==> src/rtl/translated_addressing_pkg.sv <==
// Shared address-translation helpers and parameter sanity checks for the
// translated register bank (write decode and optional read decode).
package translated_addressing_pkg;

  localparam int unsigned MAX_ADDR_WIDTH = 32;
  localparam int unsigned MAX_ENTRY_ADDR_WIDTH = 32;

  function automatic logic addr_in_range(input int unsigned addr, input int unsigned base,
                                         input int unsigned count);
    // Subtract only after the lower bound holds, so the top of the space cannot wrap
    return (addr >= base) && ((addr - base) < count);
  endfunction

  function automatic int unsigned addr_offset(input int unsigned addr, input int unsigned base);
    return addr - base;
  endfunction

  function automatic bit params_ok(input int unsigned addr_width,
                                   input int unsigned entry_addr_width,
                                   input int unsigned base, input int unsigned count);
    longint unsigned addr_span;
    longint unsigned entry_span;
    if (addr_width == 0 || addr_width > MAX_ADDR_WIDTH) return 1'b0;
    if (entry_addr_width == 0 || entry_addr_width > MAX_ENTRY_ADDR_WIDTH) return 1'b0;
    if (count == 0) return 1'b0;
    addr_span = longint'(1) << addr_width;
    entry_span = longint'(1) << entry_addr_width;
    if (longint'(base) + longint'(count) > addr_span) return 1'b0;
    if (longint'(count) > entry_span) return 1'b0;
    return 1'b1;
  endfunction

endpackage

==> src/rtl/translated_address_decoder.sv <==
// Combinational global-address to entry-index translation: hit when the address
// falls inside the bank window, index is the offset from the window base.
module translated_address_decoder
  import translated_addressing_pkg::*;
#(
  parameter int unsigned ADDR_WIDTH       = 11,
  parameter int unsigned ENTRY_ADDR_WIDTH = 3,
  parameter int unsigned ENTRY_BASE_ADDR  = 123,
  parameter int unsigned ENTRY_COUNT      = 8
) (
  input  logic [ADDR_WIDTH-1:0]       addr,
  output logic                        hit,
  output logic [ENTRY_ADDR_WIDTH-1:0] index
);

  int unsigned addr_u;

  assign addr_u = 32'(addr);
  assign hit    = addr_in_range(addr_u, ENTRY_BASE_ADDR, ENTRY_COUNT);
  assign index  = ENTRY_ADDR_WIDTH'(addr_offset(addr_u, ENTRY_BASE_ADDR));

endmodule

==> src/rtl/translated_addressed_register_bank.sv <==
// Register bank mapped into a global address window, with a two-stage write
// pipeline and sticky written flags. TRANSLATED_BANK_READBACK_EN adds a read port.
module translated_addressed_register_bank
  import translated_addressing_pkg::*;
#(
  parameter int unsigned           WORD_WIDTH       = 36,
  parameter int unsigned           ADDR_WIDTH       = 11,
  parameter int unsigned           ENTRY_COUNT      = 8,
  parameter int unsigned           ENTRY_BASE_ADDR  = 123,
  parameter int unsigned           ENTRY_ADDR_WIDTH = 3,
  parameter logic [WORD_WIDTH-1:0] RESET_VALUE      = '0,
  parameter int unsigned           TOTAL_WIDTH      = ENTRY_COUNT * WORD_WIDTH
) (
  input  logic                   clock,
  input  logic                   reset,
  input  logic                   wr_en,
  input  logic [ADDR_WIDTH-1:0]  wr_addr,
  input  logic [WORD_WIDTH-1:0]  wr_data,
  output logic                   wr_hit,
  output logic [TOTAL_WIDTH-1:0] bank,
  output logic [ENTRY_COUNT-1:0] written,
  input  logic                   written_clear
`ifdef TRANSLATED_BANK_READBACK_EN
  ,
  input  logic [ADDR_WIDTH-1:0]  rd_addr,
  output logic [WORD_WIDTH-1:0]  rd_data
`endif
);

  if (!params_ok(ADDR_WIDTH, ENTRY_ADDR_WIDTH, ENTRY_BASE_ADDR, ENTRY_COUNT)) begin : gen_bad_params
    $error("translated_addressed_register_bank: address window or entry index width invalid");
  end

  logic                        wr_dec_hit;
  logic [ENTRY_ADDR_WIDTH-1:0] wr_dec_index;

  logic                        s1_valid_q;
  logic [ENTRY_ADDR_WIDTH-1:0] s1_index_q;
  logic [WORD_WIDTH-1:0]       s1_data_q;

  logic [WORD_WIDTH-1:0]       entry_q [ENTRY_COUNT];
  logic [ENTRY_COUNT-1:0]      written_q;
  logic [ENTRY_COUNT-1:0]      written_d;
  logic [ENTRY_COUNT-1:0]      upd_onehot;
  logic                        wr_hit_q;

  translated_address_decoder #(
    .ADDR_WIDTH      (ADDR_WIDTH),
    .ENTRY_ADDR_WIDTH(ENTRY_ADDR_WIDTH),
    .ENTRY_BASE_ADDR (ENTRY_BASE_ADDR),
    .ENTRY_COUNT     (ENTRY_COUNT)
  ) u_wr_dec (
    .addr (wr_addr),
    .hit  (wr_dec_hit),
    .index(wr_dec_index)
  );

  // Stage 1: capture the translated request
  always_ff @(posedge clock or posedge reset) begin
    if (reset) begin
      s1_valid_q <= 1'b0;
      s1_index_q <= '0;
      s1_data_q  <= '0;
    end else begin
      s1_valid_q <= wr_en & wr_dec_hit;
      s1_index_q <= wr_dec_index;
      s1_data_q  <= wr_data;
    end
  end

  always_comb begin
    upd_onehot = '0;
    if (s1_valid_q) upd_onehot[s1_index_q] = 1'b1;
  end

  // A clear on the update edge must not hide that entry's fresh write
  always_comb begin
    written_d = written_clear ? '0 : written_q;
    written_d = written_d | upd_onehot;
  end

  // Stage 2: commit to the entry
  always_ff @(posedge clock or posedge reset) begin
    if (reset) begin
      for (int i = 0; i < int'(ENTRY_COUNT); i++) entry_q[i] <= RESET_VALUE;
      written_q <= '0;
      wr_hit_q  <= 1'b0;
    end else begin
      if (s1_valid_q) entry_q[s1_index_q] <= s1_data_q;
      written_q <= written_d;
      wr_hit_q  <= s1_valid_q;
    end
  end

  always_comb begin
    bank = '0;
    for (int i = 0; i < int'(ENTRY_COUNT); i++) bank[i*WORD_WIDTH +: WORD_WIDTH] = entry_q[i];
  end

  assign written = written_q;
  assign wr_hit  = wr_hit_q;

`ifdef TRANSLATED_BANK_READBACK_EN
  logic                        rd_dec_hit;
  logic [ENTRY_ADDR_WIDTH-1:0] rd_dec_index;
  logic [WORD_WIDTH-1:0]       rd_data_q;

  translated_address_decoder #(
    .ADDR_WIDTH      (ADDR_WIDTH),
    .ENTRY_ADDR_WIDTH(ENTRY_ADDR_WIDTH),
    .ENTRY_BASE_ADDR (ENTRY_BASE_ADDR),
    .ENTRY_COUNT     (ENTRY_COUNT)
  ) u_rd_dec (
    .addr (rd_addr),
    .hit  (rd_dec_hit),
    .index(rd_dec_index)
  );

  // Samples the pre-update entry, giving read-before-write on a same-edge update
  always_ff @(posedge clock or posedge reset) begin
    if (reset) rd_data_q <= '0;
    else       rd_data_q <= rd_dec_hit ? entry_q[rd_dec_index] : '0;
  end

  assign rd_data = rd_data_q;
`else
  // Write-only bank: no read decode or read data register
`endif

endmodule

==> config.mk <==
export PLATFORM = sky130hd
export DESIGN_NAME = translated_addressed_register_bank
export DESIGN_NICKNAME = d
export VERILOG_FILES = /design/src/rtl/translated_addressing_pkg.sv /design/src/rtl/translated_address_decoder.sv /design/src/rtl/translated_addressed_register_bank.sv
export SDC_FILE = /design/constraint.sdc
export NUM_CORES = 1
export LEC_CHECK = 0
export CORE_MARGIN = 3
export CORE_UTILIZATION = 40
export CTS_CLUSTER_SIZE = 14
export DETAILED_ROUTE_END_ITERATION = 10
export PLACE_DENSITY_LB_ADDON = 0.12
export REMOVE_ABC_BUFFERS = 1
export SLEW_MARGIN = 20
export SYNTH_ARGS = -nofsm -noshare
export SYNTH_HDL_FRONTEND = slang
export SYNTH_HIERARCHICAL = 1
export SYNTH_SLANG_ARGS = --single-unit
==> constraint.sdc <==
create_clock -name clock -period 10.5 [get_ports clock]
set_input_delay 2.1 -clock clock [delete_from_list [all_inputs] [get_ports clock]]
set_output_delay 2.1 -clock clock [all_outputs]
set_load 0.05 [all_outputs]
Word-level counts from Yosys, hierarchy flattened --
Index checks and enable logic that the tools add are counted.
Operators by class: add/subtract/negate cells 1, bitwise logic cells 3, reduce and logical (&&, ||, !) cells 3, magnitude comparators 6, multiplexer cells 7
Operator list (number):
- $bwmux W288 | 1
- $demux W36 S3 | 1
- $mux W36 | 1
- $lt A32 B4 Y1 const B | 1
- $mux W8 | 2
- $sub A11 B7 Y12 const B | 1
- $ge A11 B7 Y1 const B | 1
- $or A8 B8 Y8 | 1
- $ge A4 B4 Y1 const B | 1
- $lt A3 B4 Y1 const B | 1
- $lt A4 B1 Y1 const B | 1
- $not A3 Y4 | 1
- $demux W1 S3 | 1
- $ge A3 B1 Y1 const B | 1
- $logic_and A1 B1 Y1 | 3
- $and A1 B1 Y1 | 1
- $mux W1 | 1
Word-level totals: register bits 337, output and inout bits 297

Depth between registers and ports, before layout --
Gate-level depths: netlist (run 1).
depth in word-level cells 6, gate-level depth with buffers 5

Modules after synthesis --
The synthesis (run 1) kept the hierarchy.
By module, submodules not included:
- translated_addressed_register_bank | area an instance 12554.5 µm², cells an instance 679, seq. area each 8433.1 µm², times used 1
- translated_address_decoder | area an instance 98.8 µm², cells an instance 14, seq. area each 0.0 µm², times used 1

Least setup slack after synthesis (run 1) --
OpenSTA, ideal clock, no wires.
path kind input -> register, start input wr_addr[6], end register s1_valid_q, arrival 2.951 ns, stages 4, path slack 7.483 ns, cell sequence or4b_1 o21ai_1 o2111a_1 and2_1
On the way: word-level cells in the longest chain between the ends 4, elaborated cells on any way between the ends 5
Ends and longest elaborated chain:
- start, declared | RTL line translated_addressed_register_bank.sv:17 | input logic [ADDR_WIDTH-1:0] wr_addr,
- $sub A11 B7 Y12 | RTL line translated_addressing_pkg.sv:11 | return (addr >= base) && ((addr - base) < count);
- $lt A32 B4 Y1 | RTL line translated_addressing_pkg.sv:11
- $logic_and A1 B1 Y1 * | RTL line translated_addressing_pkg.sv:11
- named net wr_dec_hit | RTL line translated_addressed_register_bank.sv:34 | logic wr_dec_hit;
- $and A1 B1 Y1 * | RTL line translated_addressed_register_bank.sv:65 | s1_valid_q <= wr_en & wr_dec_hit;
- end signal, assigned | RTL line translated_addressed_register_bank.sv:65
- end, declared | RTL line translated_addressed_register_bank.sv:37 | logic s1_valid_q;
The timed path passes the listed nets; every way through them passes the cells marked *. A chain may end at the register's enable or synchronous reset.

Worst setup path in the final report (run 1) --
start register entry_q, in the netlist bank[33], end output bank[33]
RTL lines:
- start, declared | RTL line translated_addressed_register_bank.sv:41 | logic [WORD_WIDTH-1:0] entry_q [ENTRY_COUNT];
- start signal, assigned by index | RTL line translated_addressed_register_bank.sv:89 | if (s1_valid_q) entry_q[s1_index_q] <= s1_data_q;
- end, declared | RTL line translated_addressed_register_bank.sv:20 | output logic [TOTAL_WIDTH-1:0] bank,
No word-level cell between the ends.

==> results of run 1 <==
-- Yosys cell counts (all sizes together) --
cell    instances
nand2b          1
mux2          288
nor4b           1
dfrtp         337
nor3            1
o2111a          1
nor2            2
a21o            4
inv             8
and4bb          3
or4b            1
nand4           1
nand4b          4
and2            1
buf            31
o21ai           5
a31oi           1
a221o           1
xnor2           1
ha              1
-- area by class of cell --
class,instances,area [um2]
clock inverter,7,85.1
inverter,8,37.5
clock buffer,49,1050
fill,2491,13400
timing repair buffer,355,3550
tap,396,495
multi-input combinational,317,3840
sequential,337,8430
-- report_power, final --
part | switching, mW | internal [mW] | leakage [nW] | total (mW)
clock network | 0.484 | 0.742 | 0.566 | 1.23
registers | 0.0257 | 1.32 | 4.61 | 1.35
logic | 0.0937 | 0.0573 | 3.12 | 0.151
-- worst min path at each step --
stage,startpoint,to,cells after the start
after CTS,written[2],written[2],1
after global routing,written[1],written[1],1
after detailed placement,written[2],written[2],1
after floorplan,s1_valid_q,wr_hit,0
final,written[1],written[1],1
after global placement,written[4],written[4],1
-- flip-flops by register name, indices dropped and copies added (netlist names) --
register / count
s1_valid_q: 1
bank: 288
s1_index_q: 3
s1_data_q: 36
wr_hit: 1
written: 8
-- logic make-up (layout without fill, tap and decap cells) --
| logic type | after synthesis | after routing | share of synthesized area (%) |
|---|---|---|---|
| compound gates | 12 | 12 | 0.653 |
| xor+xnor | 1 | 1 | 0.0692 |
| fa+ha+maj | 1 | 1 | 0.0989 |
| buf+inv | 39 | 419 | 3.18 |
| flops | 337 | 337 | 66.6 |
| mux | 288 | 288 | 28.2 |
| simple gates | 15 | 15 | 1.14 |
-- per-layer routing --
metal	up-vias	track usage (%)
li1	3168	-
met4	2	5.81
met2	232	29.5
met3	53	5.14
met1	3681	24.5
met5	-	0
-- placed cells by master, fill, tap and decap left out, types with 2 or more instances in the layout --
cell type	instances
clkdlybuf4s50_1	347
dfrtp_1	337
mux2_2	201
mux2_4	87
clkbuf_16	37
clkbuf_8	8
inv_1	7
buf_4	7
clkinv_2	5
nand4b_1	4
o21ai_0	4
a21o_1	4
clkbuf_1	4
and4bb_4	3
bufinv_16	2
nor2_1	2
==> reports/results.ini, run 1 <==
[run_status]
status=complete, no violations

[timing]
slew-limit-headroom_pct=28.7
setup_tns_ns=0
period_share_pct=36.5
maxSlewViolCount=0
finClkSkew_ns=0.0110
fin_ws_ns=6.67
setup_viol=0
fmax_mhz=261
hold_viol_final=0
period_needed_ns=3.83
worstMarginPinSlew_ns=1.07
hold_ws_ns=0.485
rsz0062_at_grt=no

[critical_path]
crit_end=bank[33]
r2r_end=bank[18]
cp.required_ns=8.40
critical_path_class=register to output port
crit_path_start=bank[33]
slowest_delay_ns=0.87
cp_top_family=buffers and inverters
cp_slowest_cell=clkdlybuf4s50_1
arrival_ns=1.73
crit_buf_inv=1
cp-start-kind=register
crit_chain=clkdlybuf4s50_1
reg2reg_depth=3
worstPathMaxFanout=2
reg2reg_slack_ns=8.09
cp-end-kind=output port
cp.depth=1
r2r-start=s1_index_q[2]

[floorplanning]
die_y_um=184
start_util_pct=40.9
ios=348
core_area_um2=30900
die_w_um=184
std_cell_rows=64
die_area_um2=33800

[power_and_ir_drop]
finalPower_mw=2.72
cellLeakagePower_nw=8.29
vdd_ir_drop_max_uv=101
p_per_area_nw_per_um2=156

[finish]
n_antenna_cell=0
design_area_um2=17500
final_layout_size_suffix_gt1_share_pct=33.0
fin_cells=1469
layout.nets=1107
syn_to_final_growth_pct=38.2
final_util_pct=56.6

[placed_design]
dp_hpwl_um=20100
place_inst=1413
io_buffers=347
place.gp.congestion=0.745
pre_cts_ws_ns=6.42
postPlaceCellArea_um2=16300

[global_route]
grt_start_max_net_pins=177
grt_pass1_wl_um=47900
grtUsageTotal_pct=18.4
first_global_vias=7580
antenna_found_initial=1
grt_overflow=0

[logic_synthesis]
ys_ff_latch=337
yosys_warnings=6
syn_area_um2=12700
yosysSeqAreaShare_pct=66.6
synth_top_cell_area_share_pct=66.6
synth.distinct_cells=26
synth_area_leader_cell=dfrtp_1
avgSynthCellArea_um2=18.3
netlist_instances=693
synth_area_leaders=dfrtp_1 (67%), mux2_2 (18%), mux2_4 (10%)

[cts]
cts-htree-levels=2
cts.sinks=337
cts_buffers=36
cts_setup_buffers=0
cts.clk_slew.worst_paths_ns=0.06
cts_tree=built
post_cts_resized=0
cts_root_buf=clkbuf_16
holdBufCountCts=0
clockBufferDepth=3
clk_latency_ns=0.50

[flow_run]
max-cap-violations=0

[route]
routed-wl-met3_um=2150
routedLengthMet1_um=13900
vias_per_cell=4.86
routed.top_layer=met5
drc=0
dr.pass1.iters=4
drtIter0Drc=283
avgRoutedWirePerCell_um=21.5
ant_nets=0
num_vias=7136
met2_length_um=14700
wl_um=31600

[worst_hold_path]
hp-class=register to register

(Power assumes the default switching activity.)
==> run 2, diff against run 1 <==
- clock period: 10.5 -> 3.55 ns (I/O delays scaled with it)
==> reports/results.ini, run 2 (same netlist as run 1, synthesis figures left out) <==
[run_status]
status=complete, no violations

[timing]
setup_viol=0
period_needed_ns=2.44
period_share_pct=68.8
slew-limit-headroom_pct=35.0
hold_viol_final=0
fmax_mhz=409
worstMarginPinSlew_ns=0.975
finClkSkew_ns=0.00989
maxSlewViolCount=0
rsz0062_at_grt=no
setup_tns_ns=0

[floorplanning]
core_area_um2=30900
start_util_pct=40.9
die_w_um=184
ios=348
std_cell_rows=64
die_area_um2=33800
die_y_um=184

[finish]
design_area_um2=17700
fillers=2466
final_common_cell=clkdlybuf4s50_1
layout.area.seq_um2=8430
multi_input_area_um2=3840
layout.nets=1115
n_antenna_cell=0
syn_to_final_growth_pct=39.8
largest_reg_flops=288
fin_cells=1484
final_cell_mix=clkdlybuf4s50_1 (347), dfrtp_1 (337), mux2_2 (201)
final_layout_size_suffix_gt1_share_pct=33.5

[placed_design]
io_buffers=347
place_inst=1420
dp_hpwl_um=21000
place.gp.congestion=0.739
postPlaceCellArea_um2=16500

[route]
wl_um=32300
ant_nets=0
num_vias=7214
vias_per_cell=4.86
avgRoutedWirePerCell_um=21.8
drtIter0Drc=220
dr.pass1.iters=4
drc=0

[worst_hold_path]
hp-class=register to register
hold_start=written[1]
min_to=written[1]
hold_path_depth=1

[critical_path]
cp_slowest_cell=clkdlybuf4s50_1
slowest_delay_ns=0.87
cp.required_ns=2.84
reg2reg_slack_ns=1.46
worstPathMaxFanout=2
reg2reg_depth=2
r2r_end=bank[69]
r2r-start=s1_index_q[1]
cp-end-kind=output port
cp-start-kind=register
critical_path_class=register to output port
arrival_ns=1.73
crit_buf_inv=1
cp.depth=1
cp_top_family=buffers and inverters
crit_chain=clkdlybuf4s50_1

[global_route]
first_global_vias=7759
grt_pass1_wl_um=49300
grtUsageTotal_pct=19.0
grt_overflow=0
antenna_found_initial=1
grt_start_max_net_pins=70

[cts]
clockBufferDepth=3
cts_tree=built
holdBufCountCts=0
cts_setup_buffers=0
cts_buffers=37
post_cts_resized=0
cts.sinks=337
clk_latency_ns=0.51
cts.clk_slew.worst_paths_ns=0.06
cts_root_buf=clkbuf_16
cts-htree-levels=2

[power_and_ir_drop]
cellLeakagePower_nw=8.39
vdd_ir_drop_max_uv=260
finalPower_mw=8.28
p_per_area_nw_per_um2=468

[flow_run]
max-cap-violations=0

==> run 2: layer usage <==
layer	track usage (%)	share of wire [%]	wire (um)	up-vias
met5	0	0.040	13	-
met3	5.44	6.7	2180	55
li1	-	-	-	3191
met4	5.53	2.6	833	2
met2	30.0	47	15100	240
met1	25.8	44	14200	3726
==> run 2: how the worst max path moves through the flow <==
stage                          start          to  slack [ns]
after floorplan                reset     bank[0]       -6.50
after global placement    wr_addr[0]  s1_valid_q        1.41
after detailed placement  wr_addr[0]  s1_valid_q        1.40
after CTS                  bank[150]   bank[150]        1.06
after global routing        bank[80]    bank[80]        1.04
final                       bank[46]    bank[46]        1.11
==> run 2: cell type report <==
| cell class | instances | area share [%] |
|---|---|---|
| Sequential cell | 337 | 47.7 |
| Multi-Input combinational cell | 317 | 21.7 |
| Timing Repair Buffer | 362 | 20.7 |
| Clock buffer | 53 | 6.15 |
| Tap cell | 396 | 2.80 |
| Clock inverter | 11 | 0.771 |
| Inverter | 8 | 0.212 |
==> run 2: report_power, final <==
group | total [mW] | leakage, nW | switching, mW | internal, mW
combinational | 0.461 | 3.17 | 0.281 | 0.179
clock | 3.84 | 0.604 | 1.49 | 2.35
sequential | 3.99 | 4.61 | 0.0772 | 3.91
==> run 2: worst register-to-register path, cell delays in order (launching register included) <==
cell      delay [ns]
dfrtp_1         0.49
and4bb_4        1.04
mux2_2          0.44
==> run 2: stage by stage <==
step	util, %	hold WS (ns)	worst slack, ns
finish	57.2	0.480	1.11
global route	57.2	0.499	1.04
CTS	57.2	0.486	1.06
detailed placement	53.3	0.472	1.40
global placement	53.3	0.464	1.41
floorplan	-	0.510	-6.50
==> RTL edit 1, RTL diff (config.mk and constraints of run 2) <==
Build with the macro `TRANSLATED_BANK_READBACK_EN` defined.
--- a/src/rtl/translated_addressed_register_bank.sv
+++ b/src/rtl/translated_addressed_register_bank.sv
@@ -1,5 +1,7 @@
 // Register bank mapped into a global address window, with a two-stage write
 // pipeline and sticky written flags. TRANSLATED_BANK_READBACK_EN adds a read port.
+`define TRANSLATED_BANK_READBACK_EN
+
 module translated_addressed_register_bank
   import translated_addressing_pkg::*;
 #(
Ports: changed (added rd_addr and rd_data); port bits go from 348 to 395. The function was not compared with the original's and may differ.
==> RTL edit 1 against run 2 <==
- count of clock-buffer cells in the layout is 14 higher
- setup slack worse by 0.098 ns
- global-route usage is 3.9 points higher
- power is 14% higher
- sequential cell count is 36 higher
- largest cell class unchanged
- synthesized area is 23% higher
- wire length is 48% higher
- cell area is 22% higher
- critical path depth stayed put
- highest routed layer is now met4
- via count is 43% higher
==> RTL edit 1: results (changes against run 2) <==
- Status: complete, no violations
- Top Layer Used: met4
- Cts bufs inserted: 41 (+11%)
- Post-DP HPWL: 31.4 mm (+49%)
- Met1 Use GR: 30.9% (+5.1 points)
- Area Overhead vs Synth: 39.0%
- Post-CTS Setup Inserts: 0 (unchanged)
- Initial antenna violation count: 1 (unchanged)
- Vias: 10,300 (+43%)
- Crit path largest cell delay: 0.90 ns (+0.03 ns)
- Reg power frac: 46.5% (-1.6 points)
- DR WL/cell: 24.6 um (+13%)
- Fraction of layout cells with a size suffix above 1: 31.9% (-1.7 points)
- Slew margin rel.: 44.8% (+9.8 points)
- First-pass GRT wire length: 71.0 mm (+44%)
- Delay-heaviest family, CP: buffers and inverters
- Drt first pass iters: 4 (unchanged)
- DRT iter0 DRCs: 436 (+98%)
- Clk Latency, worst-skew pair: 0.56 ns (+0.05 ns)
- Final GP Congestion: 0.776 (+5.1%)
- Cell internal pwr: 7.21 mW (+12%)
- VDD IR-drop max: 0.000326 V (+26%)
- Critical Path AT: 1.83 ns (+0.10 ns)
- M3 GR Usage: 6.65% (+1.2 points)
- Max FO, Critical Path: 3 (+1)
- Port buffer count: 394 (+14%)
- Synth top cells by count: 373 x dfrtp_1, 312 x mux2_2, 46 x inv_1
- Power Clock: 4.32 mW (+12%)
- Clock tree buffer depth: 3 (unchanged)
- Clk_skew: 0.0161 ns (+0.00625 ns)
- Pin count of the biggest net entering global routing: 70 (unchanged)
- Top FF cell, synth: dfrtp_1
- Leakage: 9.90 nW (+18%)
- Sequential area share after synthesis: 60.1% (-6.6 points)
- Vias in the first global route: 10,800 (+40%)
- Metal3 WL: 3.53 mm (+62%)
- # fillers: 3,128 (+27%)
- Global Route Usage Sum: 22.9% (+3.9 points)
- H-tree levels: 2 (unchanged)
- Placed Instance Area: 20,200 um2 (+23%)
- Routed wl met2: 22.7 mm (+51%)
- Synth unique cells: 32 (+23%)
- Metal1 wirelength: 20.4 mm (+44%)
- Top cells by area, synth: dfrtp_1 60%, mux2_2 23%, mux4_2 5.2%, mux2i_1 2.3%, a221oi_1 2.0%
- Met2 Use GR: 36.6% (+6.5 points)
- Total Nets Final: 1,465 (+31%)
[RTL edit 1: changes by cell type after synthesis, moves of 36 or more]
| cell | before | now |
|---|---|---|
| mux2_2 | 201 | 312 |
| inv_1 | 8 | 46 |
| a221oi_1 | 0 | 36 |
| mux2i_1 | 0 | 36 |
| o21ai_0 | 4 | 40 |
| mux2_4 | 87 | 0 |
| mux4_2 | 0 | 36 |
| dfrtp_1 | 337 | 373 |
[RTL edit 1: stage by stage]
stage | setup slack [ns] | instances | power, mW
final | 1.01 | 1946 | 9.48
after detailed placement | 0.551 | 1869 | 5.24
after global routing | 0.953 | 1946 | 9.81
after floorplan | -7.52 | 934 | 4.93
after global placement | 0.595 | 1869 | 5.24
after CTS | 0.964 | 1945 | 9.60
[RTL edit 1: final timing paths]
kind / cells past startpoint / endpoint / startpoint / slack, ns
setup / recovery: 1 / bank[18] / bank[18] / 1.01
hold / removal: 1 / written[1] / written[1] / 0.48
setup reg to reg: 4 / bank[181] / s1_index_q[2] / 1.22
hold reg to reg: 1 / written[1] / written[1] / 0.48
max in group asynchronous: 3 / bank[160] / reset / 2.15
min in group asynchronous: 2 / bank[1] / reset / 0.61
[RTL edit 1: logic make-up after synthesis]
kind of cell    Yosys count  share of synthesized area [%]
compound gates           88                           3.93
xor+xnor                  2                          0.113
fa+ha+maj                 2                          0.161
buf+inv                 105                           3.39
flops                   373                           60.1
mux                     396                           31.0
simple gates             27                           1.29
[RTL edit 1: area by class of cell]
| cell class | instances | share of cell area (%) |
|---|---|---|
| flip-flops and latches | 373 | 43.2 |
| multi-input cells | 515 | 26.5 |
| repair buffers | 424 | 20.1 |
| clock buffers | 67 | 5.91 |
| well taps | 511 | 2.96 |
| inverters | 46 | 0.834 |
| clock inverters | 9 | 0.487 |
| diodes | 1 | 0.0116 |
==> RTL edit 2, RTL diff (settings of run 2) <==
Without the edit above. Take the reset off `s1_data_q` and load it in a clocked block of its own.
--- a/src/rtl/translated_addressed_register_bank.sv
+++ b/src/rtl/translated_addressed_register_bank.sv
@@ -60,12 +60,14 @@
     if (reset) begin
       s1_valid_q <= 1'b0;
       s1_index_q <= '0;
-      s1_data_q  <= '0;
     end else begin
       s1_valid_q <= wr_en & wr_dec_hit;
       s1_index_q <= wr_dec_index;
-      s1_data_q  <= wr_data;
     end
+  end
+
+  always_ff @(posedge clock) begin
+    s1_data_q <= wr_data;
   end
 
   always_comb begin
Function: no difference found for any inputs over 4 cycles, from zero or initial values and one cycle with reset high; that may be too few to reach the edited logic, so the function may still have changed.
==> RTL edit 2 against run 2 <==
- synthesized area fell by 1.4%
- cell area fell by 1.1%
- clock skew rose by 0.0024 ns
- power barely moved
- wire length fell by 3.0%
- sequential cell count did not move
- setup slack improved by 0.0085 ns
- critical path depth did not move
- critical path type unchanged
==> RTL edit 2: results (changes against run 2) <==
- Vias in the first global route: 7,624 (-1.7%)
- Clk_skew: 0.0123 ns (+0.00240 ns)
- Crit path from: bank[55]
- Sequential share of cell area: 47.2% (-0.48 points)
- # fillers: 2,451 (-0.61%)
- Fraction of layout cells with a size suffix above 1: 33.2% (-0.34 points)
- Launching point of the worst reg2reg path: s1_index_q[2]
- Final GP Congestion: 0.713 (-3.5%)
- Vias/cell: 4.81 (-1.0%)
- Pin count of the biggest net entering global routing: 79 (+13%)
- Total Nets Final: 1,116 (+0.090%)
- Synth top cells by count: 301 x dfrtp_1, 201 x mux2_2, 87 x mux2_4
- Leakage: 8.26 nW (-1.5%)
- Met1 Use GR: 25.9% (+0.12 points)
- M3 GR Usage: 6.06% (+0.62 points)
- Clkbuf count: 60 (+13%)
- Multi-input gate share of total cell area: 21.9% (+0.25 points)
- Clock network share of area: 7.05% (+0.13 points)
- Post-DP HPWL: 20.3 mm (-3.3%)
- Status: complete, no violations
- VDD IR-drop max: 0.000305 V (+17%)
- First-pass GRT wire length: 48.0 mm (-2.7%)
- Ys async rst share: 89.3% (-11 points)
- Metal1 wirelength: 13.9 mm (-1.9%)
- Non-clock buffer share: 20.8% (+0.067 points)
- Placed Instance Area: 16,300 um2 (-1.3%)
- Global Route Usage Sum: 18.7% (-0.29 points)
- Routed wl met2: 14.4 mm (-4.3%)
- Crit path to: bank[55]
- Sequential area share after synthesis: 66.1% (-0.51 points)
- DRT iter0 DRCs: 228 (+3.6%)
- Dpl cells: 1,421 (+0.070%)
- Slew margin rel.: 30.8% (-4.2 points)
RTL edit 2: cell types whose count changed in the layout (fill, tap and decap cells not counted), sizes merged:
cell / delta
dfrtp: -36
dfxtp: +36
clkbuf: +7
clkinv: -2
buf: +1
clkinvlp: -1
RTL edit 2: where the power goes:
group	switching, mW	internal, mW	leakage, nW
Combinational	0.273	0.177	3.16
Clock	1.49	2.37	0.604
Sequential	0.0770	3.90	4.50
RTL edit 2: cell families (layout without fill, tap and decap cells):
kind of cell,after synthesis,count (layout),synth area share [%]
flops,337,337,66.1
mux,288,288,28.6
buf+inv,39,439,3.27
simple gates,15,15,1.15
compound gates,12,12,0.662
fa+ha+maj,1,1,0.100
xor+xnor,1,1,0.0702
RTL edit 2: worst min-delay path by stage:
stage	from	endpoint	slack, ns
finish	written[4]	written[4]	0.49
detailed placement	written[4]	written[4]	0.47
CTS	written[4]	written[4]	0.49
floorplan	s1_valid_q	wr_hit	0.51
global route	bank[287]	bank[287]	0.51
global placement	written[1]	written[1]	0.46
